==> config.mk <==
export PLATFORM = sky130hd
export DESIGN_NAME = irq_dispatch
export DESIGN_NICKNAME = d
export VERILOG_FILES = /design/src/rtl/irq_dispatch.sv
export SDC_FILE = /design/constraint.sdc
export NUM_CORES = 1
export LEC_CHECK = 0
export ABC_AREA = 1
export ABC_CLOCK_PERIOD_IN_PS = 6800
export CAP_MARGIN = 20
export CORE_UTILIZATION = 45
export CTS_CLUSTER_SIZE = 40
export DETAILED_ROUTE_END_ITERATION = 8
export PLACE_DENSITY = 0.78
export SETUP_SLACK_MARGIN = 0.5
export SLEW_MARGIN = 20
export SYNTH_ARGS = -nofsm -noshare
export SYNTH_HDL_FRONTEND = slang
export SYNTH_SLANG_ARGS = --single-unit
==> constraint.sdc <==
create_clock -name clk -period 6.8 [get_ports clk]
set_input_delay 1.36 -clock clk [delete_from_list [all_inputs] [get_ports clk]]
set_output_delay 1.36 -clock clk [all_outputs]
set_load 0.01 [all_outputs]
==> src/rtl/irq_dispatch.sv <==
// Sixteen-source interrupt dispatcher: latches edge/level sources as pending and
// issues the highest-priority unmasked one as a single irqload pulse, gated by EOI and a holdoff.
module irq_dispatch #(
    parameter int HOLDOFF = 8,
    parameter int CNTW    = 4
) (
    input  logic        clk,
    input  logic        rst,
    input  logic [15:0] irq_src,
    input  logic [15:0] edge_sel,
    input  logic [15:0] irq_mask,
    input  logic        eoi,
    input  logic [3:0]  eoi_num,
    output logic        irqload,
    output logic [3:0]  irqnum,
    output logic        busy,
    output logic [15:0] pending,
    output logic        eoi_err
);

    typedef enum logic [1:0] {
        S_IDLE,
        S_ISSUE,
        S_WAIT,
        S_HOLD
    } state_t;

    state_t            r_state;
    state_t            w_next;
    logic [15:0]       r_src_q;
    logic [15:0]       r_edge_q;
    logic [15:0]       r_mask_q;
    logic [15:0]       r_pending;
    logic [15:0]       w_pending_next;
    logic [15:0]       w_cand;
    logic [3:0]        r_sel;
    logic [3:0]        w_idx;
    logic              w_found;
    logic              w_take;
    logic              w_eoi_ok;
    logic [CNTW-1:0]   r_cnt;
    logic [CNTW-1:0]   w_cnt_next;
    logic              r_eoi_err;

    // Edge-set beats the issue-clear; a change of trigger mode wipes the bit.
    always_comb begin
        w_pending_next = r_pending;
        for (int n = 0; n < 16; n++) begin
            if (edge_sel[n] != r_edge_q[n]) begin
                w_pending_next[n] = 1'b0;
            end else if (edge_sel[n]) begin
                if (irq_src[n] && !r_src_q[n]) begin
                    w_pending_next[n] = 1'b1;
                end else if (r_state == S_ISSUE && r_sel == 4'(n)) begin
                    w_pending_next[n] = 1'b0;
                end
            end else begin
                w_pending_next[n] = irq_src[n];
            end
        end
    end

    assign w_cand = r_pending & ~r_mask_q;

    // Scan from the top so the lowest index overwrites last and wins.
    always_comb begin
        w_found = 1'b0;
        w_idx   = '0;
        for (int n = 15; n >= 0; n--) begin
            if (w_cand[n]) begin
                w_found = 1'b1;
                w_idx   = 4'(n);
            end
        end
    end

    // NOTE: every output of this block gets a default first, so no latch is inferred.
    always_comb begin
        w_next     = r_state;
        w_cnt_next = r_cnt;
        w_take     = 1'b0;
        w_eoi_ok   = 1'b0;
        case (r_state)
            S_IDLE: begin
                if (w_found) begin
                    w_next = S_ISSUE;
                    w_take = 1'b1;
                end
            end
            S_ISSUE: begin
                w_next = S_WAIT;
            end
            S_WAIT: begin
                if (eoi && eoi_num == r_sel) begin
                    w_eoi_ok = 1'b1;
                    if (HOLDOFF == 0) begin
                        w_next = S_IDLE;
                    end else begin
                        w_next     = S_HOLD;
                        w_cnt_next = CNTW'(HOLDOFF);
                    end
                end
            end
            S_HOLD: begin
                // Last holdoff cycle: arbitrate here so the next issue follows with no idle gap.
                if (r_cnt <= CNTW'(1)) begin
                    w_cnt_next = '0;
                    if (w_found) begin
                        w_next = S_ISSUE;
                        w_take = 1'b1;
                    end else begin
                        w_next = S_IDLE;
                    end
                end else begin
                    w_cnt_next = r_cnt - CNTW'(1);
                end
            end
            default: w_next = S_IDLE;
        endcase
    end

    // NOTE: sequential state uses non-blocking assignments only.
    always_ff @(posedge clk or posedge rst) begin
        if (rst) begin
            r_state   <= S_IDLE;
            r_src_q   <= '0;
            r_edge_q  <= '0;
            r_mask_q  <= '0;
            r_pending <= '0;
            r_sel     <= '0;
            r_cnt     <= '0;
            r_eoi_err <= 1'b0;
        end else begin
            r_state   <= w_next;
            r_src_q   <= irq_src;
            r_edge_q  <= edge_sel;
            r_mask_q  <= irq_mask;
            r_pending <= w_pending_next;
            r_cnt     <= w_cnt_next;
            r_eoi_err <= eoi && !w_eoi_ok;
            if (w_take) begin
                r_sel <= w_idx;
            end
        end
    end

    // irqload decodes the state directly so an async reset drops it at once.
    assign irqload = (r_state == S_ISSUE);
    assign irqnum  = r_sel;
    assign busy    = (r_state != S_IDLE);
    assign pending = r_pending;
    assign eoi_err = r_eoi_err;

endmodule

==> metrics.txt <==
syn_nets=427; worst hold path depth=2; r2r endpoint=pending[14]$_DFFE_PP0P_; Hold-fix buffers, CTS=0; reg-to-reg startpoint=r_state[1]$_DFFE_PP0P_; RSZ-0062 raised after global routing=no; Initial Util=46.84%; Fmax=0.3035 GHz; routability cong.=0.7941; Lkg Pwr=2.120 nW; routed vias=2,658; Critical Path AT=1.93 ns; WP data required=5.44 ns; Crit Path Class=flop to primary output; Sink Count=75; cell count after synthesis=349; HPWL after DPL=5592 um; clk slew on worst S/H paths=0.08 ns; area of the mapped netlist=3416 sq um; Fin. Hold Viols=0; hold_sp=pending[10]$_DFFE_PP0P_; HP Class=flop to flop; clock latency on the worst-skew pair=0.35 ns; CP max FO=11; diodes inserted=0; Die Y=89.13 um; WL/cell=13.34 um; die area=7943 sq um; 1st-iter DRT viols=108; layout cell share with drive strength beyond 1=7.256%; fin crit share=48.45%; PwrDens=301.9 nW/um^2; largest net degree at the start of global routing=76; Site Rows=31; Die X=89.13 um; Slew headroom=37.28%; post-CTS setup buffer count=0; CTS tree=built; Hold EP=pending[10]$_DFFE_PP0P_; CP Launch Type=flop; Final Skew=0.01088 ns; vias in the first global route=2,634; post_cts resized=0; core box area=7292 sq um; #FFs+latches synth=75; Layout area overhead=33.00%; maxcap violations=0; worst slew pin tran=0.9408 ns; initial antenna violation count=0; final core occ=62.30%; synth unique cells=33; CTS buffer count=9; Slew Viols, Final=0; final setup fails=0; status=finished, final reports clean; Worst R2R Setup Slack=4.82 ns; Final ANT Viol Nets=0; Vias/cell=4.922; CP Capture Type=primary output; grt ovf=0; Total Routing Usage GR=19.97%; PnR Total Power=0.001371 W; Boundary Pins=78; Reg2Reg Depth=8; root buf cell=clkbuf_8; Final min period=3.294 ns; Total Wirelength=7203 um; setup TNS=0 ns; final net count=515; H-tree depth=3; Synthesis Warnings=0; first-pass GRT wire length=11,700 um; CTS max path bufs=2; Seq/Total Area, Yosys=54.95%; IO buf count=77; peak supply drop=0.0001405 V; average size of a mapped cell=9.787 sq um; Detailed Routing Iterations Pass 1=5; DRC viols=0
## per-stage QoR
step	cell area (sq um)	setup WS [ns]	hold slack, ns	std cells
floorplan	3416	3.530	0.4923	349
global placement	4313	3.975	0.5359	525
detailed placement	4313	3.896	0.5446	525
CTS	4543	3.513	0.5569	540
global route	4543	3.414	0.5909	540
finish	4543	3.506	0.5515	540
## cell type report
class	count	area, sq um
well taps	99	123.9
fillers	594	2749
repair buffers	78	778.2
clock inverters	5	102.6
multi-input cells	207	1286
clock buffers	10	127.6
inverters	66	247.7
flip-flops and latches	75	1877
## cell families (layout without fill, tap and decap cells)
kind of cell    after synthesis  after routing  synth area share (%)
simple gates                110            110                 15.24
flops                        75             75                 54.95
compound gates               71             71                 13.22
buf+inv                      67            159                 7.399
fa+ha+maj                    23             23                 8.425
xor+xnor                      3              3                0.7694
## worst max-delay path: stages (launching register included)
cell,delay [ns]
dfrtp_1,0.43
inv_1,0.13
ha_1,0.41
clkdlybuf4s50_1,0.62
## registers in the layout, summed over array words and instances (netlist names)
register  count
r_mask_q     16
r_state       2
pending      16
irqnum        4
r_cnt         4
r_src_q      16
r_edge_q     16
eoi_err       1
## cell usage after synthesis
cell type   n  share of area, %
nand2_1    36               4.0
or2_1      12               2.2
inv_1      63               6.9
nand2_2     3              0.55
dfrtp_1    75                55
nor2_1     23               2.5
buf_2       1              0.15
a41oi_1     1              0.26
a31oi_2     1              0.37
o21ai_2     1              0.26
xor2_1      2              0.51
nor2_4      2              0.66
xnor2_1     1              0.26
o21ai_1     2              0.29
a221oi_2    1              0.44
nor3_1      3              0.44
o21ai_0    20               2.9
a21oi_1    21               3.1
o21a_4      1              0.44
a211o_1     1              0.26
ha_1       23               8.4
nor2_2      1              0.18
nand3b_1    1              0.22
a31oi_1     1              0.18
inv_2       3              0.33
nor3b_2     1              0.37
o211ai_1   16               3.5
o31ai_1     1              0.22
o22ai_1     2              0.37
a21oi_2     1              0.26
a211oi_2    1              0.37
nand3_1    27               4.0
nand4_1     1              0.18
## layer usage
layer	share of wire [%]	up-vias	global-route usage, %
li1	-	1322	-
met1	43	1238	23.22
met2	49	82	34.56
met3	6.4	16	6.187
met4	1.9	0	7.792
met5	0	-	0
## worst max path at each step
stage / startpoint / end / slack [ns] / depth (start not counted)
after global placement: r_state[1]$_DFFE_PP0P_ / irqload / 3.98 / 3
after global routing: r_state[1]$_DFFE_PP0P_ / irqload / 3.41 / 3
final: r_state[1]$_DFFE_PP0P_ / irqload / 3.51 / 3
after detailed placement: r_state[1]$_DFFE_PP0P_ / irqload / 3.90 / 3
after CTS: r_state[1]$_DFFE_PP0P_ / irqload / 3.51 / 3
after floorplan: rst / eoi_err$_DFF_PP0_ / 3.53 / 1
## power by group
part / switching (W) / leakage (nW) / internal (W) / total, W
sequential: 0.0000494 / 0.903 / 0.000498 / 0.000548
clock: 0.000158 / 0.112 / 0.000241 / 0.000399
combinational: 0.000239 / 1.10 / 0.000186 / 0.000424
total: 0.000446 / 2.12 / 0.000925 / 0.00137
## layout by cell type, fill, tap and decap left out, types with 2 or more instances in the layout
cell,n
inv_1,62
nand2_1,36
nor2_1,23
dfrtp_1,75
inv_2,4
a21oi_1,21
o21ai_0,20
nor3_1,3
or2_1,12
nor2_4,2
clkbuf_8,9
xor2_1,2
ha_1,23
o22ai_1,2
o21ai_1,2
nand2_2,3
clkdlybuf4s50_1,77
nand3_1,27
o211ai_1,16
bufinv_16,3
No activity file was read; power rests on OpenSTA's default activity.
==> edit 1 (same flow settings) <==
Take the reset off `r_src_q` and `r_pending` and load them in a clocked block of their own.
--- a/src/rtl/irq_dispatch.sv
+++ b/src/rtl/irq_dispatch.sv
@@ -123,25 +123,26 @@
     always_ff @(posedge clk or posedge rst) begin
         if (rst) begin
             r_state   <= S_IDLE;
-            r_src_q   <= '0;
             r_edge_q  <= '0;
             r_mask_q  <= '0;
-            r_pending <= '0;
             r_sel     <= '0;
             r_cnt     <= '0;
             r_eoi_err <= 1'b0;
         end else begin
             r_state   <= w_next;
-            r_src_q   <= irq_src;
             r_edge_q  <= edge_sel;
             r_mask_q  <= irq_mask;
-            r_pending <= w_pending_next;
             r_cnt     <= w_cnt_next;
             r_eoi_err <= eoi && !w_eoi_ok;
             if (w_take) begin
                 r_sel <= w_idx;
             end
         end
+    end
+
+    always_ff @(posedge clk) begin
+        r_src_q   <= irq_src;
+        r_pending <= w_pending_next;
     end
 
     // irqload decodes the state directly so an async reset drops it at once.
Formal check against the unedited RTL: not equivalent (Yosys sat finds a counterexample within 4 cycles, from zero or initial values and one cycle with rst high).
==> edit 1 against the original RTL <==
Sequential cell count did not move; routed wire length fell by 15%; clock skew fell by 4.4 ps; non-clock buffer count did not move; worst setup slack improved by 200 ps; final area fell by 13%; area after synthesis fell by 16%; hold slack got worse by 52 ps; count of clock-buffer cells in the layout rose by 1; sequential power barely moved; total power fell by 8.8%; die area fell by 15%; critical path type unchanged; largest power group unchanged.
==> edit 1: results (changes against the original RTL) <==
Placed design
  – Worst slack at placement: 3760 ps (-137 ps)
  – Placed Cells incl. Taps: 455 (-13%)
  – DP Area: 3750 sq um (-13%)
  – Routability cong.: 0.761 (-4.2%)

Synthesis
  – Post-synthesis cell type count: 25 (-24%)
  – Xor/xnor share of the synthesized area: 0.0548 (+0.0471)
  – Synthesized Nets: 364 (-15%)
  – Post-synth top cells: nand2_1 (74), dfrtp_1 (43), inv_1 (34)
  – Sequential fraction of the synthesis area: 0.597 (+0.0471)
  – Compound-Gate Fraction of Synth Area: 0.116 (-0.0166)

Route
  – Met3 WL: 382 um (-17%)
  – Metal1 wirelength: 2820 um (-8.7%)
  – Vias: 2274 (-14%)
  – Wirelength, routed: 6140 um (-15%)
  – DR pass1 iterations: 4 (-1)

Final layout
  – Buffering overhead: 0.196 (+0.0252)
  – Nets@finish: 453 (-12%)
  – Total area of multi-input combinational cells: 1020 sq um (-20%)
  – Syn-to-layout area delta: 37.7%
  – Total number of sequential cells: 75 (unchanged)
  – Clk cell area share: 0.0534 (+0.00271)
  – Logic inverters: 36 (-45%)
  – Filler cells: 511 (-14%)
  – Register area: 1720 sq um (-8.5%)

GRT
  – Global-route wire length before repair: 10000 um (-15%)
  – Total GRT Usage: 0.207 (+0.00712)
  – Number of global-route vias before repair: 2200 (-16%)

Setup path
  – Worst-path fanout max: 6 (-5)
  – CP Data Arrival Time: 1730 ps (-200 ps)
  – Depth of the worst register-to-register path: 10 (+2)
  – Worst R2R End: irqnum[1]
  – Reg2reg start: r_cnt[0]

Timing
  – Max Clock Freq: 323 MHz (+6.5%)
  – Worst-case clock skew: 6.46 ps (-4.42 ps)

Min path
  – Worst min-delay path startpoint: r_src_q[8]

Power and ir drop
  – Worst VDD drop: 167 uV (+19%)

Floorplan
  – Row cnt: 28 (-9.7%)

Outcome
  – Status: complete, no violations
## edit 1: changes by cell type after synthesis, sizes merged, moves of 2 or more
cell and delta:
nand3 -17, nor2 -8, ha -16, xor2 +14
nand2 +37, o21ai -9, dfxtp +32, or2 -12
inv -31, a21oi -4, nor3 +2, dfrtp -32
## edit 1: worst max-delay path, cell delays in order, from the launching register on
cell	delay [ps]
dfrtp_1	430
inv_1	120
ha_1	280
clkdlybuf4s50_1	580
## edit 1: power groups by stage
stage | registers [mW] | clock network, mW | logic (mW)
after global placement | 0.554 | 0 | 0.341
after global routing | 0.554 | 0.385 | 0.396
after detailed placement | 0.555 | 0 | 0.353
final | 0.547 | 0.353 | 0.351
after floorplan | 0.551 | 0 | 0.201
after CTS | 0.547 | 0.361 | 0.354
## edit 1: metal layers
layer / global-route usage / vias to the layer above
li1: - / 1161
met1: 0.259 / 1038
met2: 0.326 / 70
met3: 0.0633 / 5
met4: 0.0965 / 0
met5: 0 / -
==> edit 2 (config.mk and constraints unchanged) <==
Without the edit above. Change the parameter `CNTW` from 4 to 8.
--- a/src/rtl/irq_dispatch.sv
+++ b/src/rtl/irq_dispatch.sv
@@ -2,7 +2,7 @@
 // issues the highest-priority unmasked one as a single irqload pulse, gated by EOI and a holdoff.
 module irq_dispatch #(
     parameter int HOLDOFF = 8,
-    parameter int CNTW    = 4
+    parameter int CNTW    = 8
 ) (
     input  logic        clk,
     input  logic        rst,
Check against the original RTL: same outputs for any inputs over 10 cycles, from zero or initial values and one cycle with rst high; that may be too few to reach the edited logic, so the function may still have changed.
==> edit 2 against the original RTL <==
Sequential cell count is 4 higher; area after synthesis is 4.2% higher; worst setup slack better by 72 ps; final area is 2.3% higher; clock power is 16% lower; routed wire length is 4.4% higher; largest power group unchanged; highest routed layer unchanged; total power is 2.0% higher; clock skew is 3.4 ps lower.
==> edit 2: results (changes against the original RTL) <==
Route
  – DR pass1 iterations: 4 (-1)
  – DRT iter0 DRCs: 134 (+24%)
  – Vias: 2750 (+3.5%)

Synthesis
  – Dominant cells by area after synthesis: dfrtp_1 (56%), ha_1 (7.7%), nand2_1 (6.2%)
  – Post-synthesis cell type count: 31 (-6.1%)
  – Post-synth top cells: dfrtp_1 (79), nand2_1 (59), inv_1 (53)
  – Sequential fraction of the synthesis area: 0.555 (+0.00591)

GRT
  – Largest net degree at the start of global routing: 80 (+5.3%)
  – Global-route wire length before repair: 12700 um (+8.3%)
  – Total GRT Usage: 0.199 (-0.00118)

Final layout
  – Finished Core Util: 0.605 (-0.0182)
  – Ratio of cells with drive above 1 in the final layout: 0.0697 (-0.00285)

Min path
  – Worst min-delay path startpoint: r_cnt[1]
  – Worst Hold Path EP: r_cnt[1]

Placed design
  – Worst slack at placement: 3730 ps (-170 ps)
  – Detailed Place HPWL: 5700 um (+1.9%)
  – DP Area: 4460 sq um (+3.4%)
  – Routability cong.: 0.821 (+3.4%)

Setup path
  – Worst-path fanout max: 10 (-1)
  – R2R Setup Slk: 4950 ps (+130 ps)
  – Critical path launch point: r_state[1]

Power and ir drop
  – Int Power: 0.901 mW (-2.7%)
  – Worst VDD drop: 161 uV (+15%)

Timing
  – Slew @ Worst Pin: 962 ps (+21.6 ps)
  – Hold WS: 532 ps (-19.4 ps)
  – Worst-case clock skew: 7.50 ps (-3.38 ps)
  – Final worst setup slack: 3580 ps (+72.0 ps)

Outcome
  – Status: complete, no violations

Clock tree
  – Worst-Skew Late Latency: 350 ps (about the same)
## edit 2: cell count changes in the layout (fill, tap and decap cells not counted), moves of 3 or more
cell / before / now
xor2_1: 2 / 5
o21ai_0: 20 / 11
a211o_1: 1 / 13
or2_1: 12 / 0
nand2_1: 36 / 59
nor2_1: 23 / 42
nand3_1: 27 / 15
dfrtp_1: 75 / 79
inv_1: 62 / 52
## edit 2: cells by family after synthesis
| kind of cell | share of synthesized area |
|---|---|
| AND/OR/NAND/NOR | 0.149 |
| flip-flops | 0.555 |
| AO/OA/AOI/OAI | 0.138 |
| buffers and inverters | 0.0626 |
| adder cells (fa/ha/maj) | 0.0773 |
| XOR/XNOR | 0.0172 |
## edit 2: cell type report
type / count / area share
clock buffer: 10 / 0.0274
tap: 102 / 0.0274
multi-input combinational: 228 / 0.293
clock inverter: 6 / 0.0132
sequential: 79 / 0.425
timing repair buffer: 78 / 0.167
inverter: 58 / 0.0468
## edit 2: stage by stage
stage / cells / power (mW)
6_report: 561 / 1.40
4_1_cts: 561 / 1.41
3_5_place_dp: 545 / 1.07
3_3_place_gp: 545 / 1.05
5_1_grt: 561 / 1.50
2_1_floorplan: 366 / 0.894
## edit 2: metal layers
layer  GRT usage  vias up  wire [um]
met2       0.340       57       3730
li1            -     1388          -
met3      0.0360       11        261
met5           0        -          0
met4      0.0899        0        126
met1       0.244     1294       3400
## edit 2: critical path: stages (launching register included)
cell and delay (ps):
dfrtp_1 420, inv_1 110, ha_1 360, clkdlybuf4s50_1 620
## edit 2: power by group through the flow
stage               clock network (mW)  logic (mW)  registers [mW]
global placement                     0       0.451           0.597
detailed placement                   0       0.474           0.600
CTS                              0.343       0.478           0.591
finish                           0.335       0.473           0.591
global route                     0.361       0.534           0.601
floorplan                            0       0.301           0.593
